<file path="src/rtl/hazard_pkg.sv">
// Hazard controller shared types: FSM states, forwarding selects,
// register-0 constant and the producer/consumer match helper.
package hazard_pkg;

  typedef enum logic [1:0] {
    RUN      = 2'd0,
    MEM_WAIT = 2'd1,
    ERR      = 2'd2
  } hz_state_t;

  localparam logic [1:0] FWD_RF  = 2'd0;
  localparam logic [1:0] FWD_MEM = 2'd1;
  localparam logic [1:0] FWD_WB  = 2'd2;

  localparam logic [4:0] REG_ZERO = 5'd0;

  // $0 is hard-wired, so it never produces a dependency
  function automatic logic reg_match(
    input logic [4:0] src,
    input logic [4:0] dest,
    input logic       en
  );
    return en && (dest != REG_ZERO) && (src == dest);
  endfunction

endpackage

</file>
<file path="src/rtl/pipe_hazard_ctrl_if.sv">
// Hazard controller bus: pipeline status in, stall/flush/forward out.
// master = pipeline side, slave = hazard controller.
interface pipe_hazard_ctrl_if #(
  parameter int CNT_W = 16
);
  logic             id_valid;
  logic [4:0]       id_src1;
  logic [4:0]       id_src2;
  logic             id_uses_src2;
  logic [4:0]       exe_src1;
  logic [4:0]       exe_src2;
  logic [4:0]       exe_dest;
  logic             exe_wb_en;
  logic             exe_mem_r_en;
  logic             br_taken;
  logic [4:0]       mem_dest;
  logic             mem_wb_en;
  logic             mem_r_en;
  logic             mem_w_en;
  logic             mem_ready;
  logic [4:0]       wb_dest;
  logic             wb_en;
  logic             pc_stall;
  logic             ifid_stall;
  logic             ifid_flush;
  logic             idex_flush;
  logic             pipe_freeze;
  logic [1:0]       fwd_a_sel;
  logic [1:0]       fwd_b_sel;
  logic             mem_err;
  logic [CNT_W-1:0] stall_cnt;
  logic [CNT_W-1:0] flush_cnt;

  modport master (
    output id_valid, id_src1, id_src2, id_uses_src2,
    output exe_src1, exe_src2, exe_dest, exe_wb_en,
    output exe_mem_r_en, br_taken,
    output mem_dest, mem_wb_en, mem_r_en, mem_w_en,
    output mem_ready, wb_dest, wb_en,
    input  pc_stall, ifid_stall, ifid_flush, idex_flush,
    input  pipe_freeze, fwd_a_sel, fwd_b_sel,
    input  mem_err, stall_cnt, flush_cnt
  );

  modport slave (
    input  id_valid, id_src1, id_src2, id_uses_src2,
    input  exe_src1, exe_src2, exe_dest, exe_wb_en,
    input  exe_mem_r_en, br_taken,
    input  mem_dest, mem_wb_en, mem_r_en, mem_w_en,
    input  mem_ready, wb_dest, wb_en,
    output pc_stall, ifid_stall, ifid_flush, idex_flush,
    output pipe_freeze, fwd_a_sel, fwd_b_sel,
    output mem_err, stall_cnt, flush_cnt
  );

endinterface

</file>
<file path="src/rtl/hazard_fwd_unit.sv">
// EXE operand forwarding select for one source register.
// i_src vs EX/MEM and MEM/WB producers -> o_sel (FWD_RF/MEM/WB).
module hazard_fwd_unit
  import hazard_pkg::*;
(
  input  logic [4:0] i_src,
  input  logic [4:0] i_mem_dest,
  input  logic       i_mem_wb_en,
  input  logic [4:0] i_wb_dest,
  input  logic       i_wb_en,
  output logic [1:0] o_sel
);

  // younger producer (EX/MEM) wins over MEM/WB
  always_comb begin
    o_sel = FWD_RF;
    if (reg_match(i_src, i_mem_dest, i_mem_wb_en))
      o_sel = FWD_MEM;
    else if (reg_match(i_src, i_wb_dest, i_wb_en))
      o_sel = FWD_WB;
  end

endmodule

</file>
<file path="src/rtl/pipe_hazard_ctrl.sv">
// 5-stage pipeline hazard/sequencing controller: stalls, flushes,
// memory freeze with watchdog, forwarding selects, perf counters.
// Ports: clk, rst (sync, active-high), hz (pipe_hazard_ctrl_if.slave).
// Macro FORWARD_EN: enable EXE forwarding (only load-use stalls);
// without it any ID source hit in EXE or MEM stalls until it drains.
module pipe_hazard_ctrl
  import hazard_pkg::*;
#(
  parameter int CNT_W       = 16,
  parameter int MEM_TIMEOUT = 64
) (
  input  logic                clk,
  input  logic                rst,
  pipe_hazard_ctrl_if.slave   hz
);

  localparam int WD_W = $clog2(MEM_TIMEOUT + 1);
  localparam logic [WD_W-1:0] WD_MAX = WD_W'(MEM_TIMEOUT);

  hz_state_t        r_state;
  logic [WD_W-1:0]  r_wd;
  logic             r_mem_err;
  logic [CNT_W-1:0] r_stall_cnt;
  logic [CNT_W-1:0] r_flush_cnt;

  logic             w_mem_busy;
  logic             w_freeze;
  logic             w_id_hit_exe;
  logic             w_hazard;
  logic             w_run;
  logic             w_br;
  logic             w_stall;
  logic [1:0]       w_fa;
  logic [1:0]       w_fb;
  logic [WD_W-1:0]  w_wd_nxt;

  assign w_mem_busy = (hz.mem_r_en | hz.mem_w_en) & ~hz.mem_ready;
  assign w_wd_nxt   = r_wd + 1'b1;

  // RUN freezes on the first cycle of a stalled access, not one later
  always_comb begin
    w_freeze = 1'b0;
    unique case (r_state)
      RUN:      w_freeze = w_mem_busy;
      MEM_WAIT: w_freeze = ~hz.mem_ready;
      ERR:      w_freeze = 1'b1;
      default:  w_freeze = 1'b0;
    endcase
  end

  assign w_id_hit_exe = hz.id_valid &
    (reg_match(hz.id_src1, hz.exe_dest, hz.exe_wb_en) |
     (hz.id_uses_src2 &
      reg_match(hz.id_src2, hz.exe_dest, hz.exe_wb_en)));

`ifdef FORWARD_EN
  assign w_hazard = w_id_hit_exe & hz.exe_mem_r_en;

  hazard_fwd_unit u_fwd_a (
    .i_src       (hz.exe_src1),
    .i_mem_dest  (hz.mem_dest),
    .i_mem_wb_en (hz.mem_wb_en),
    .i_wb_dest   (hz.wb_dest),
    .i_wb_en     (hz.wb_en),
    .o_sel       (w_fa)
  );

  hazard_fwd_unit u_fwd_b (
    .i_src       (hz.exe_src2),
    .i_mem_dest  (hz.mem_dest),
    .i_mem_wb_en (hz.mem_wb_en),
    .i_wb_dest   (hz.wb_dest),
    .i_wb_en     (hz.wb_en),
    .o_sel       (w_fb)
  );
`else
  logic w_id_hit_mem;
  logic w_unused;

  assign w_id_hit_mem = hz.id_valid &
    (reg_match(hz.id_src1, hz.mem_dest, hz.mem_wb_en) |
     (hz.id_uses_src2 &
      reg_match(hz.id_src2, hz.mem_dest, hz.mem_wb_en)));

  // producer must reach WB before the consumer may read the RF
  assign w_hazard = w_id_hit_exe | w_id_hit_mem;
  assign w_fa     = FWD_RF;
  assign w_fb     = FWD_RF;
  assign w_unused = ^{hz.exe_src1, hz.exe_src2, hz.wb_dest,
                      hz.wb_en, hz.exe_mem_r_en};
`endif

  // a branch held by a frozen ID/EX fires on the first free cycle
  assign w_run   = ~rst & ~w_freeze;
  assign w_br    = w_run & hz.br_taken;
  assign w_stall = w_run & w_hazard & ~hz.br_taken;

  assign hz.pc_stall    = w_stall;
  assign hz.ifid_stall  = w_stall;
  assign hz.ifid_flush  = w_br;
  assign hz.idex_flush  = w_br | w_stall;
  assign hz.pipe_freeze = ~rst & w_freeze;
  assign hz.fwd_a_sel   = w_run ? w_fa : FWD_RF;
  assign hz.fwd_b_sel   = w_run ? w_fb : FWD_RF;
  assign hz.mem_err     = r_mem_err;
  assign hz.stall_cnt   = r_stall_cnt;
  assign hz.flush_cnt   = r_flush_cnt;

  always_ff @(posedge clk) begin
    if (rst) begin
      r_state     <= RUN;
      r_wd        <= '0;
      r_mem_err   <= 1'b0;
      r_stall_cnt <= '0;
      r_flush_cnt <= '0;
    end else begin
      unique case (r_state)
        RUN: begin
          if (w_mem_busy) begin
            r_state <= MEM_WAIT;
            r_wd    <= '0;
          end
        end
        MEM_WAIT: begin
          if (hz.mem_ready) begin
            r_state <= RUN;
            r_wd    <= '0;
          end else if (w_wd_nxt == WD_MAX) begin
            r_state   <= ERR;
            r_mem_err <= 1'b1;
            r_wd      <= w_wd_nxt;
          end else begin
            r_wd <= w_wd_nxt;
          end
        end
        ERR:     r_state <= ERR;
        default: r_state <= RUN;
      endcase

      if ((w_stall | w_freeze) && (r_stall_cnt != '1))
        r_stall_cnt <= r_stall_cnt + 1'b1;
      if (w_br && (r_flush_cnt != '1))
        r_flush_cnt <= r_flush_cnt + 1'b1;
    end
  end

endmodule

</file>
<file path="src/flat_wrapper.sv">
// flat-port wrapper written by rule: the top's interface ports become plain ports
module pipe_hazard_ctrl_flat import hazard_pkg::*;
#(
  parameter int CNT_W       = 16,
  parameter int MEM_TIMEOUT = 64
)
  (clk, rst, hz_id_valid, hz_id_src1, hz_id_src2, hz_id_uses_src2, hz_exe_src1, hz_exe_src2, hz_exe_dest, hz_exe_wb_en, hz_exe_mem_r_en, hz_br_taken, hz_mem_dest, hz_mem_wb_en, hz_mem_r_en, hz_mem_w_en, hz_mem_ready, hz_wb_dest, hz_wb_en, hz_pc_stall, hz_ifid_stall, hz_ifid_flush, hz_idex_flush, hz_pipe_freeze, hz_fwd_a_sel, hz_fwd_b_sel, hz_mem_err, hz_stall_cnt, hz_flush_cnt);
  pipe_hazard_ctrl_if #(.CNT_W(CNT_W)) hz_i ();
  input  logic clk;
  input  logic rst;
  input wire logic [$bits(hz_i.id_valid)-1:0] hz_id_valid;
  input wire logic [$bits(hz_i.id_src1)-1:0] hz_id_src1;
  input wire logic [$bits(hz_i.id_src2)-1:0] hz_id_src2;
  input wire logic [$bits(hz_i.id_uses_src2)-1:0] hz_id_uses_src2;
  input wire logic [$bits(hz_i.exe_src1)-1:0] hz_exe_src1;
  input wire logic [$bits(hz_i.exe_src2)-1:0] hz_exe_src2;
  input wire logic [$bits(hz_i.exe_dest)-1:0] hz_exe_dest;
  input wire logic [$bits(hz_i.exe_wb_en)-1:0] hz_exe_wb_en;
  input wire logic [$bits(hz_i.exe_mem_r_en)-1:0] hz_exe_mem_r_en;
  input wire logic [$bits(hz_i.br_taken)-1:0] hz_br_taken;
  input wire logic [$bits(hz_i.mem_dest)-1:0] hz_mem_dest;
  input wire logic [$bits(hz_i.mem_wb_en)-1:0] hz_mem_wb_en;
  input wire logic [$bits(hz_i.mem_r_en)-1:0] hz_mem_r_en;
  input wire logic [$bits(hz_i.mem_w_en)-1:0] hz_mem_w_en;
  input wire logic [$bits(hz_i.mem_ready)-1:0] hz_mem_ready;
  input wire logic [$bits(hz_i.wb_dest)-1:0] hz_wb_dest;
  input wire logic [$bits(hz_i.wb_en)-1:0] hz_wb_en;
  output wire logic [$bits(hz_i.pc_stall)-1:0] hz_pc_stall;
  output wire logic [$bits(hz_i.ifid_stall)-1:0] hz_ifid_stall;
  output wire logic [$bits(hz_i.ifid_flush)-1:0] hz_ifid_flush;
  output wire logic [$bits(hz_i.idex_flush)-1:0] hz_idex_flush;
  output wire logic [$bits(hz_i.pipe_freeze)-1:0] hz_pipe_freeze;
  output wire logic [$bits(hz_i.fwd_a_sel)-1:0] hz_fwd_a_sel;
  output wire logic [$bits(hz_i.fwd_b_sel)-1:0] hz_fwd_b_sel;
  output wire logic [$bits(hz_i.mem_err)-1:0] hz_mem_err;
  output wire logic [$bits(hz_i.stall_cnt)-1:0] hz_stall_cnt;
  output wire logic [$bits(hz_i.flush_cnt)-1:0] hz_flush_cnt;
  assign hz_i.id_valid = hz_id_valid;
  assign hz_i.id_src1 = hz_id_src1;
  assign hz_i.id_src2 = hz_id_src2;
  assign hz_i.id_uses_src2 = hz_id_uses_src2;
  assign hz_i.exe_src1 = hz_exe_src1;
  assign hz_i.exe_src2 = hz_exe_src2;
  assign hz_i.exe_dest = hz_exe_dest;
  assign hz_i.exe_wb_en = hz_exe_wb_en;
  assign hz_i.exe_mem_r_en = hz_exe_mem_r_en;
  assign hz_i.br_taken = hz_br_taken;
  assign hz_i.mem_dest = hz_mem_dest;
  assign hz_i.mem_wb_en = hz_mem_wb_en;
  assign hz_i.mem_r_en = hz_mem_r_en;
  assign hz_i.mem_w_en = hz_mem_w_en;
  assign hz_i.mem_ready = hz_mem_ready;
  assign hz_i.wb_dest = hz_wb_dest;
  assign hz_i.wb_en = hz_wb_en;
  assign hz_pc_stall = hz_i.pc_stall;
  assign hz_ifid_stall = hz_i.ifid_stall;
  assign hz_ifid_flush = hz_i.ifid_flush;
  assign hz_idex_flush = hz_i.idex_flush;
  assign hz_pipe_freeze = hz_i.pipe_freeze;
  assign hz_fwd_a_sel = hz_i.fwd_a_sel;
  assign hz_fwd_b_sel = hz_i.fwd_b_sel;
  assign hz_mem_err = hz_i.mem_err;
  assign hz_stall_cnt = hz_i.stall_cnt;
  assign hz_flush_cnt = hz_i.flush_cnt;
  pipe_hazard_ctrl #(.CNT_W(CNT_W), .MEM_TIMEOUT(MEM_TIMEOUT)) u_core (.clk(clk), .rst(rst), .hz(hz_i));
endmodule
</file>
<file path="config.mk">
export PLATFORM = sky130hd
export DESIGN_NAME = pipe_hazard_ctrl_flat
export DESIGN_NICKNAME = d
export VERILOG_FILES = /design/src/rtl/hazard_pkg.sv /design/src/rtl/pipe_hazard_ctrl_if.sv /design/src/rtl/hazard_fwd_unit.sv /design/src/rtl/pipe_hazard_ctrl.sv /design/src/flat_wrapper.sv
export SDC_FILE = /design/constraint.sdc
export NUM_CORES = 1
export LEC_CHECK = 0
export CORE_ASPECT_RATIO = 0.6
export CORE_MARGIN = 2
export CORE_UTILIZATION = 55
export CTS_BUF_LIST = sky130_fd_sc_hd__clkbuf_8
export CTS_CLUSTER_SIZE = 25
export DETAILED_ROUTE_END_ITERATION = 7
export DONT_BUFFER_PORTS = 1
export PLACE_DENSITY = 0.73
export SKIP_LAST_GASP = 1
export SLEW_MARGIN = 20
export SYNTH_ARGS = -nofsm -noshare
export SYNTH_HDL_FRONTEND = slang
export SYNTH_HIERARCHICAL = 1
export SYNTH_SLANG_ARGS = --single-unit
</file>
<file path="constraint.sdc">
create_clock -name clk -period 1.95 [get_ports clk]
set_input_delay 0.195 -clock clk [delete_from_list [all_inputs] [get_ports clk]]
set_output_delay 0.195 -clock clk [all_outputs]
set_load 0.01 [all_outputs]
</file>
# Word-level counts from Yosys, hierarchy flattened
# Cells that the tools add are included.
# totals
ramBits,0
register_bits,42
latch_bits,0
output_inout_bits,42
in_bits,47
mem_bits_ro,0
memories,0
# op_classes
n_mul,0
n_lt_le_gt_ge,0
n_reduce_logical,15
shifts,0
n_div,0
n_addsub,3
muxes,8
n_bitwise,20
eq_ne,11
# ops
cell,count
"16-bit by 1-bit adder with 16-bit output, second input constant",2
"16-bit inequality test, second input constant",2
5-bit == test,4
7-bit two-way mux,2
7-bit case mux with 2 select lines,1
1-bit AND,10
5-bit nonzero test,2
1-bit logical AND,8
"7-bit by 1-bit adder with 7-bit output, second input constant",1
"7-bit == test, second input constant",1
2-bit two-way mux,3
1-bit OR,6
2-bit case mux with 3 select lines,1
1-bit NOT,4
2-bit AND reduction,2
"3-bit by 2-bit inequality test with 1-bit output, second input constant",1
1-bit case mux with 3 select lines,1
3-bit AND reduction,1
"2-bit by 1-bit == test with 1-bit output, second input constant",1
"2-bit == test, second input constant",1
2-bit zero test,1
"2-bit by 1-bit inequality test with 1-bit output, second input constant",1
2-bit nonzero test,1

# Logic depth before layout (Yosys ltp)
# Gate-level depths: netlist of run 1.
# logic_depth
word_depth,11
ltp_mapped,10

# Worst setup path after synthesis of run 1
# OpenSTA, ideal clock, no wires.
# synth_timing
kind,reg2reg
from,register u_core.r_state[0]
to,register u_core.r_stall_cnt[5] (netlist: u_core/hz.stall_cnt[5])
path_stages_with_launch,10
synth_period_minus_slack_ps,2049
path_buffers,1
required_ps,1827
slack_ps,-99
arrival_time_ps,1926
path_cell_list,dfxtp_1 nor3_4 o31ai_2 nor4_1 a22oi_2 inv_2 o21ai_2 buf_6 nor3_1 mux2_1
# synth_via
elab_chain_cells,8
elab_cells_between_ends,10
# synth_lines
element,line,text
start: declaration,pipe_hazard_ctrl.sv:20,hz_state_t r_state;
start signal: assignment,pipe_hazard_ctrl.sv:111,r_state <= RUN;
start signal: assignment,pipe_hazard_ctrl.sv:120,r_state <= MEM_WAIT;
start signal: assignment,pipe_hazard_ctrl.sv:126,r_state <= RUN;
2-bit == test (tied with other cells),pipe_hazard_ctrl.sv:43,unique case (r_state)
1-bit case mux with 3 select lines (*),pipe_hazard_ctrl.sv:43,
1-bit NOT (*),pipe_hazard_ctrl.sv:94,assign w_run = ~rst & ~w_freeze;
1-bit AND (*),pipe_hazard_ctrl.sv:94,
1-bit AND (*) (2 in a row),pipe_hazard_ctrl.sv:96,assign w_stall = w_run & w_hazard & ~hz.br_taken;
named net hz_ifid_stall,flat_wrapper.sv:29,output wire logic [$bits(hz_i.ifid_stall)-1:0] hz_ifid_stall;
1-bit OR (*),pipe_hazard_ctrl.sv:140,if ((w_stall | w_freeze) && (r_stall_cnt != '1))
1-bit logical AND (*),pipe_hazard_ctrl.sv:140,
end signal: assignment,pipe_hazard_ctrl.sv:141,r_stall_cnt <= r_stall_cnt + 1'b1;
end: declaration,pipe_hazard_ctrl.sv:23,logic [CNT_W-1:0] r_stall_cnt;
# Mark *: on every way through the listed nets, which the timed path passes. The rest lies on a longest branch.
# A chain may end at the register's enable or synchronous reset.

# Final worst setup path of run 1
# layout_timing
from,register u_core.r_state[0]
to,register u_core.r_stall_cnt[3] (netlist: u_core/hz.stall_cnt[3])
# layout_via
elab_chain_cells,8
elab_cells_between_ends,10
# layout_lines
element,line
2-bit == test (tied with other cells),pipe_hazard_ctrl.sv:43
1-bit case mux with 3 select lines (*),pipe_hazard_ctrl.sv:43
1-bit NOT,pipe_hazard_ctrl.sv:94
1-bit AND,pipe_hazard_ctrl.sv:94
1-bit AND (2 in a row),pipe_hazard_ctrl.sv:96
1-bit OR (*),pipe_hazard_ctrl.sv:140
1-bit logical AND (*),pipe_hazard_ctrl.sv:140
# Mark *: on every way between the ends. The rest lies on a longest branch, timed or not.

==> results of run 1 <==
-- what timing repair did --
item | CTS | global route
hold buffers | 1 | 0
resized for setup | 3 | 11
setup buffers | 0 | 1
gates cloned | 0 | 1
pin swaps | 0 | 3
setup endpoints to repair | 8 | 24
endpoints found under the hold margin | 37 | 0
-- cell usage in the layout, fill, tap and decap left out, types with 5 or more instances in the layout --
cell      instances
dfxtp_1          40
nor2_1           38
buf_4            33
xnor2_1          25
nand3_1          23
nand2_1          18
a21oi_1          15
xor2_1           13
o21ai_0          12
and3_1           11
or3_1            10
nand4_1           8
clkbuf_8          5
nor2b_1           5
-- flip-flops by register name, indices dropped and copies added, names as in the netlist --
register and count:
u_core/hz.flush_cnt 16, u_core/hz.mem_err 1, u_core/hz.stall_cnt 16, u_core/r_state 2, u_core/r_wd 7
-- worst max-delay path: stages, from the launching register on --
cell,delay [ns]
dfxtp_2,0.35
nor3_4,0.18
o31ai_4,0.10
nor4_2,0.28
a22oi_2,0.13
inv_2,0.09
o21ai_4,0.08
buf_12,0.15
or4_1,0.45
nand2_1,0.07
-- where the power goes --
| group | switching (mW) | leakage (nW) | internal [mW] |
|---|---|---|---|
| clock network | 0.299 | 0.0556 | 0.377 |
| logic | 0.0979 | 0.711 | 0.0907 |
| registers | 0.00757 | 0.340 | 0.866 |
-- through the flow --
step	std cells	setup TNS (ns)	area (um^2)	hold WS, ns
floorplan	297	0	2415	0.3462
global placement	378	-0.01491	2678	0.2625
detailed placement	378	-0.1148	2678	0.2634
CTS	387	0	2829	0.06047
global route	389	-0.7829	2893	0.06681
finish	389	0	2893	0.06832
-- routing by layer --
| metal | GRT usage [%] | vias up | routed length (um) |
|---|---|---|---|
| met3 | 6.231 | 4 | 305 |
| met5 | 0 | - | 0 |
| met1 | 32.19 | 1024 | 2802 |
| li1 | - | 1098 | - |
| met2 | 37.65 | 52 | 2627 |
| met4 | 3.731 | 0 | 38 |
-- worst min path at each step --
stage	from	endpoint	slack [ns]
after detailed placement	rst	u_core/r_state[1]	0.26
after floorplan	rst	u_core/r_state[0]	0.35
after global routing	rst	u_core/hz.stall_cnt[3]	0.07
final	rst	u_core/hz.stall_cnt[3]	0.07
after global placement	rst	u_core/r_state[1]	0.26
after CTS	rst	u_core/hz.stall_cnt[3]	0.06
-- cell type report --
cell class | count | area [um^2]
repair buffers | 38 | 315.3
well taps | 60 | 75.07
clock buffers | 5 | 68.82
multi-input cells | 237 | 1534
flip-flops and latches | 42 | 843.3
inverters | 4 | 15.01
clock inverters | 3 | 41.29
fillers | 346 | 1251
-- kinds of logic (layout without fill, tap and decap cells) --
logic type / after synthesis / in the layout
buf+inv: 18 / 50
mux: 5 / 5
compound gates: 49 / 49
fa+ha+maj: 4 / 4
other cells: 1 / 4
flops: 42 / 42
simple gates: 137 / 137
xor+xnor: 38 / 38
==> run metrics, run 1 <==
Total GRT Usage=about a quarter; Avg Cell Area, Syn=about 8.1 um^2; GPL Wtd Cong=between 0.8 and 0.9; area fraction in compound gates after synthesis=around 12%; Post-synth ARST share=0%; status=finished clean; Die X=about 89 um; flop2flop setup slack=about 0.010 ns; area grow syn2layout=20.86%; GR Overflow Total=0; CTS clk-pin slew, worst paths=about 0.080 ns; diodes inserted=0; Yosys top cell by area=dfxtp_1; IO Port Bufs=0; Yosys reg bits=42; post-synthesis adder-cell area fraction=between 2 and 2.5%; reg2reg end=u_core/hz.stall_cnt[3]; largest family of logic cells by synthesized area=simple AND/OR/NAND/NOR gates; Final HPWL DP=4138 um; FF-to-FF Start=u_core/r_state[0]; core area=~4100 um^2; worst setup path category=reg -> reg; I/O pin total=89; EDFF count, synth=0; Pwr Total=~1.7 mW; Die Area=~5000 um^2; initial detailed-routing violation count=approximately 120; largest net degree at the start of global routing=38; leak pwr=1.107 nW; die height=55.10 um; ys flop type=dfxtp_1; initial core utilization=approximately 58%; H-tree depth=2; Synth top cells by count=dfxtp_1 (42), nor2_1 (39), xnor2_1 (25), nand3_1 (23), nand2_1 (19); fmax=0.5156 GHz; Bufs on Longest Clock Path=2; critical path launch point type=register; critical path startpoint=u_core/r_state[0]; Worst setup endpoint=u_core/hz.stall_cnt[3]; Final Slew Violations=0; Critical Path End Type=register; Cells after Synth=approximately 300; RSZ-0062 raised after global routing=yes; Root Driver=clkbuf_8; post-DR wirelength/cell=14.84 um; worst-case reg-to-reg path depth=9; Synth top area share=35.13%; Place WS=-0.02408 ns; hold depth=2; Sink Count=42; DR pass1 iterations=4; post-synthesis cell type count=49; CTS Buf Count=5; post-layout worst setup margin=~0.010 ns; Util after Layout=69.81%; Min Clock Period, post-route=between 1.5 and 2 ns; worst min path class=in -> reg; share of cells above drive strength 1=between 20% and 30%; Yosys warnings=6; Final Hold Viols=0; vias in the first global route=between 1,500 and 2,000; final WL=between 5000 and 6000 um; DRC Markers=0; NumNets Final=between 300 and 400; via count=between 2,000 and 2,500; VDD IR-drop max=0.3808 mV; routed vias/inst=5.599; initial antenna violation count=0; CP required=about 2.2 ns; Synth Area in Simple Gates=between 20 and 30%; fin crit share=~99%; final setup violation count=0; XOR/XNOR Fraction of Synth Area=13.90%; post-synthesis cell area=approximately 2400 um^2; Post-Route Skew=roughly 0.010 ns; mux cell area share after synthesis=2.248%; sequential area share after synthesis=35.13%; Worst Path Arrival=approximately 2.2 ns; num rows=18; ranking of synthesized cells by area=dfxtp_1 (35%), xnor2_1 (9.1%), nor2_1 (6.1%); later-pin clock latency in the skew report=roughly 0.29 ns; first-pass GRT wire length=slightly below 9000 um; CP Max Fanout=8; Power per Cell Area=approximately 600 nW/um^2; max-cap viol count=0; CTS tree=done; most frequent cell after synthesis=dfxtp_1; Antenna Violating Nets Remaining=0
Power figures use the tool's default switching activity.
==> inputs of run 2 (changes only) <==
Settings changed: PLACE_DENSITY 0.73 to not set, PLACE_DENSITY_LB_ADDON set to 0.08.
==> run 2 against run 1 <==
  * The run now ends with negative hold slack left
  * Combinational power fell by 9%
  * Utilization down 0.091 points
  * Flip-flop and latch count unchanged
  * Power down 6.3%
  * Sequential share of layout area about the same
  * Sequential power is essentially flat
  * Non-clock buffer count did not move
  * Final area fell by 0.13%
  * Clock-buffer cell count rose by 1
  * Critical path depth did not move
  * Worst hold slack worse by 0.097 ns
  * Clock power down 14%
  * Largest power group unchanged
==> run metrics, run 2 (same netlist as run 1, synthesis figures left out) <==
largest net degree at the start of global routing=51; max-cap viol count=0; Die X=roughly 89 um; Sink Count=42; Antenna Violating Nets Remaining=0; Power per Cell Area=563.6 nW/um^2; violated checks=negative hold slack; Die Area=between 4000 and 5000 um^2; CP Max Fanout=6; I/O pin total=89; placed instance area=~2700 um^2; final setup violation count=0; DRC Markers=0; routed vias/inst=between 5 and 6; area grow syn2layout=20.70%; first-pass GRT wire length=roughly 8600 um; status=complete, but fails checks; Post-Route Skew=slightly above 0.004 ns; Final Instance Count excl. Fillers=a little under 400; Min Clock Period, post-route=1.895 ns; net switching power=~390 uW; die height=approximately 55 um; via count=between 2,000 and 2,500; VDD IR-drop max=around 0.44 mV; CTS Buf Count=5; critical path launch point type=register; metal2 WL=between 2000 and 2500 um; share of cells above drive strength 1=between 20% and 30%; later-pin clock latency in the skew report=around 0.29 ns; Final HPWL DP=4032 um; Util after Layout=between 60% and 70%; top layer in use=met4; GPL Wtd Cong=0.8334; CP required=around 2.2 ns; Total GRT Usage=between 20 and 25%; worst setup path category=reg -> reg; Flop pwr share=53.6%; DR pass1 iterations=5; leak pwr=1.105 nW; cell-internal power=~1.2 mW; power share of the clock group=a little over a third; final WL=around 5500 um; RSZ-0062 raised after global routing=yes; commonest cells after routing, fill and taps aside=dfxtp_1 (40), nor2_1 (37), buf_4 (30); initial antenna violation count=0; Sw Ratio=roughly a quarter; final hold slack=-0.02832 ns; H-tree depth=2; post-DR wirelength/cell=about 14 um; Inst Count DP=around 380; cts hold-fix bufs=4; Comb power frac=between 10% and 20%; CTS clk-pin slew, worst paths=approximately 0.080 ns; IO Port Bufs=0; diodes inserted=0; fin crit share=97.20%; WL met1=~2600 um; fmax=0.5276 GHz; num rows=18; NumNets Final=about 380; initial core utilization=57.76%; Final Cell Area=about 2900 um^2; GR Overflow Total=0; Pwr Total=about 1.6 mW; vias in the first global route=about 1,900; CTS tree=done; initial detailed-routing violation count=between 90 and 100; worst min path class=in -> reg; Bufs on Longest Clock Path=2; core area=4144 um^2; Root Driver=clkbuf_8; Critical Path End Type=register; most common cell after layout, fill and taps aside=dfxtp_1; WL met3=a little under 500 um; Final Hold Viols=31; Final Slew Violations=0; Post-CTS Setup Repair Bufs=0; Worst Path Arrival=about 2.1 ns
-- run 2: changes by cell type in the layout (fill, tap and decap cells not counted), moves of 2 or more --
cell / delta
buf_12: -2
buf_4: -3
buf_6: +2
dlygate4sd3_1: +4
-- run 2: final timing paths --
check	start	endpoint	slack, ns	cells past startpoint
worst max-delay path	u_core/r_state[1]	u_core/hz.stall_cnt[7]	0.05	9
worst max register to register	u_core/r_state[1]	u_core/hz.stall_cnt[7]	0.05	9
worst min-delay path	rst	u_core/hz.stall_cnt[9]	-0.03	1
worst min register to register	u_core/hz.mem_err	u_core/hz.mem_err	0.50	2
-- run 2: metrics by stage --
| step | setup WS [ns] | setup TNS (ns) |
|---|---|---|
| 2_1_floorplan | 0.0007354 | 0 |
| 3_5_place_dp | -0.02755 | -0.07424 |
| 6_report | 0.05461 | 0 |
| 5_1_grt | -0.05273 | -0.4164 |
| 4_1_cts | -0.01279 | -0.02117 |
| 3_3_place_gp | -0.02047 | -0.02047 |
-- run 2: worst max-delay path, cell delays in order, from the launching register on --
cell     delay (ns)
dfxtp_2        0.32
or2b_4         0.22
o31ai_4        0.08
nor4_2         0.28
a22oi_2        0.14
inv_2          0.10
o21ai_4        0.09
buf_6          0.14
or3_1          0.36
a21oi_1        0.12
-- run 2: metal layers --
| layer | vias up | track usage (%) |
|---|---|---|
| li1 | 1099 | - |
| met1 | 979 | 32.88 |
| met2 | 82 | 33.58 |
| met3 | 7 | 7.715 |
| met4 | 0 | 5.721 |
| met5 | - | 0 |
-- run 2: cell type report --
| type | count | area [um^2] |
|---|---|---|
| clock buffers | 6 | 82.58 |
| multi-input cells | 237 | 1550 |
| flip-flops and latches | 42 | 843.3 |
| clock inverters | 2 | 12.51 |
| fillers | 362 | 1255 |
| inverters | 4 | 15.01 |
| well taps | 60 | 75.07 |
| repair buffers | 38 | 310.3 |
-- run 2: timing repair --
| action | 4_1_cts | 5_1_grt |
|---|---|---|
| pin swaps | 2 | 19 |
| gates cloned | 0 | 1 |
| gates resized for setup | 2 | 22 |
| hold endpoints to repair | 37 | 33 |
| setup endpoints to repair | 8 | 24 |
-- run 2: power groups by stage --
stage	sequential [mW]	combinational [mW]	clock, mW
2_1_floorplan	0.900	0.125	0
3_3_place_gp	0.893	0.151	0
3_5_place_dp	0.894	0.154	0
4_1_cts	0.873	0.158	0.590
5_1_grt	0.874	0.191	0.627
6_report	0.873	0.172	0.583
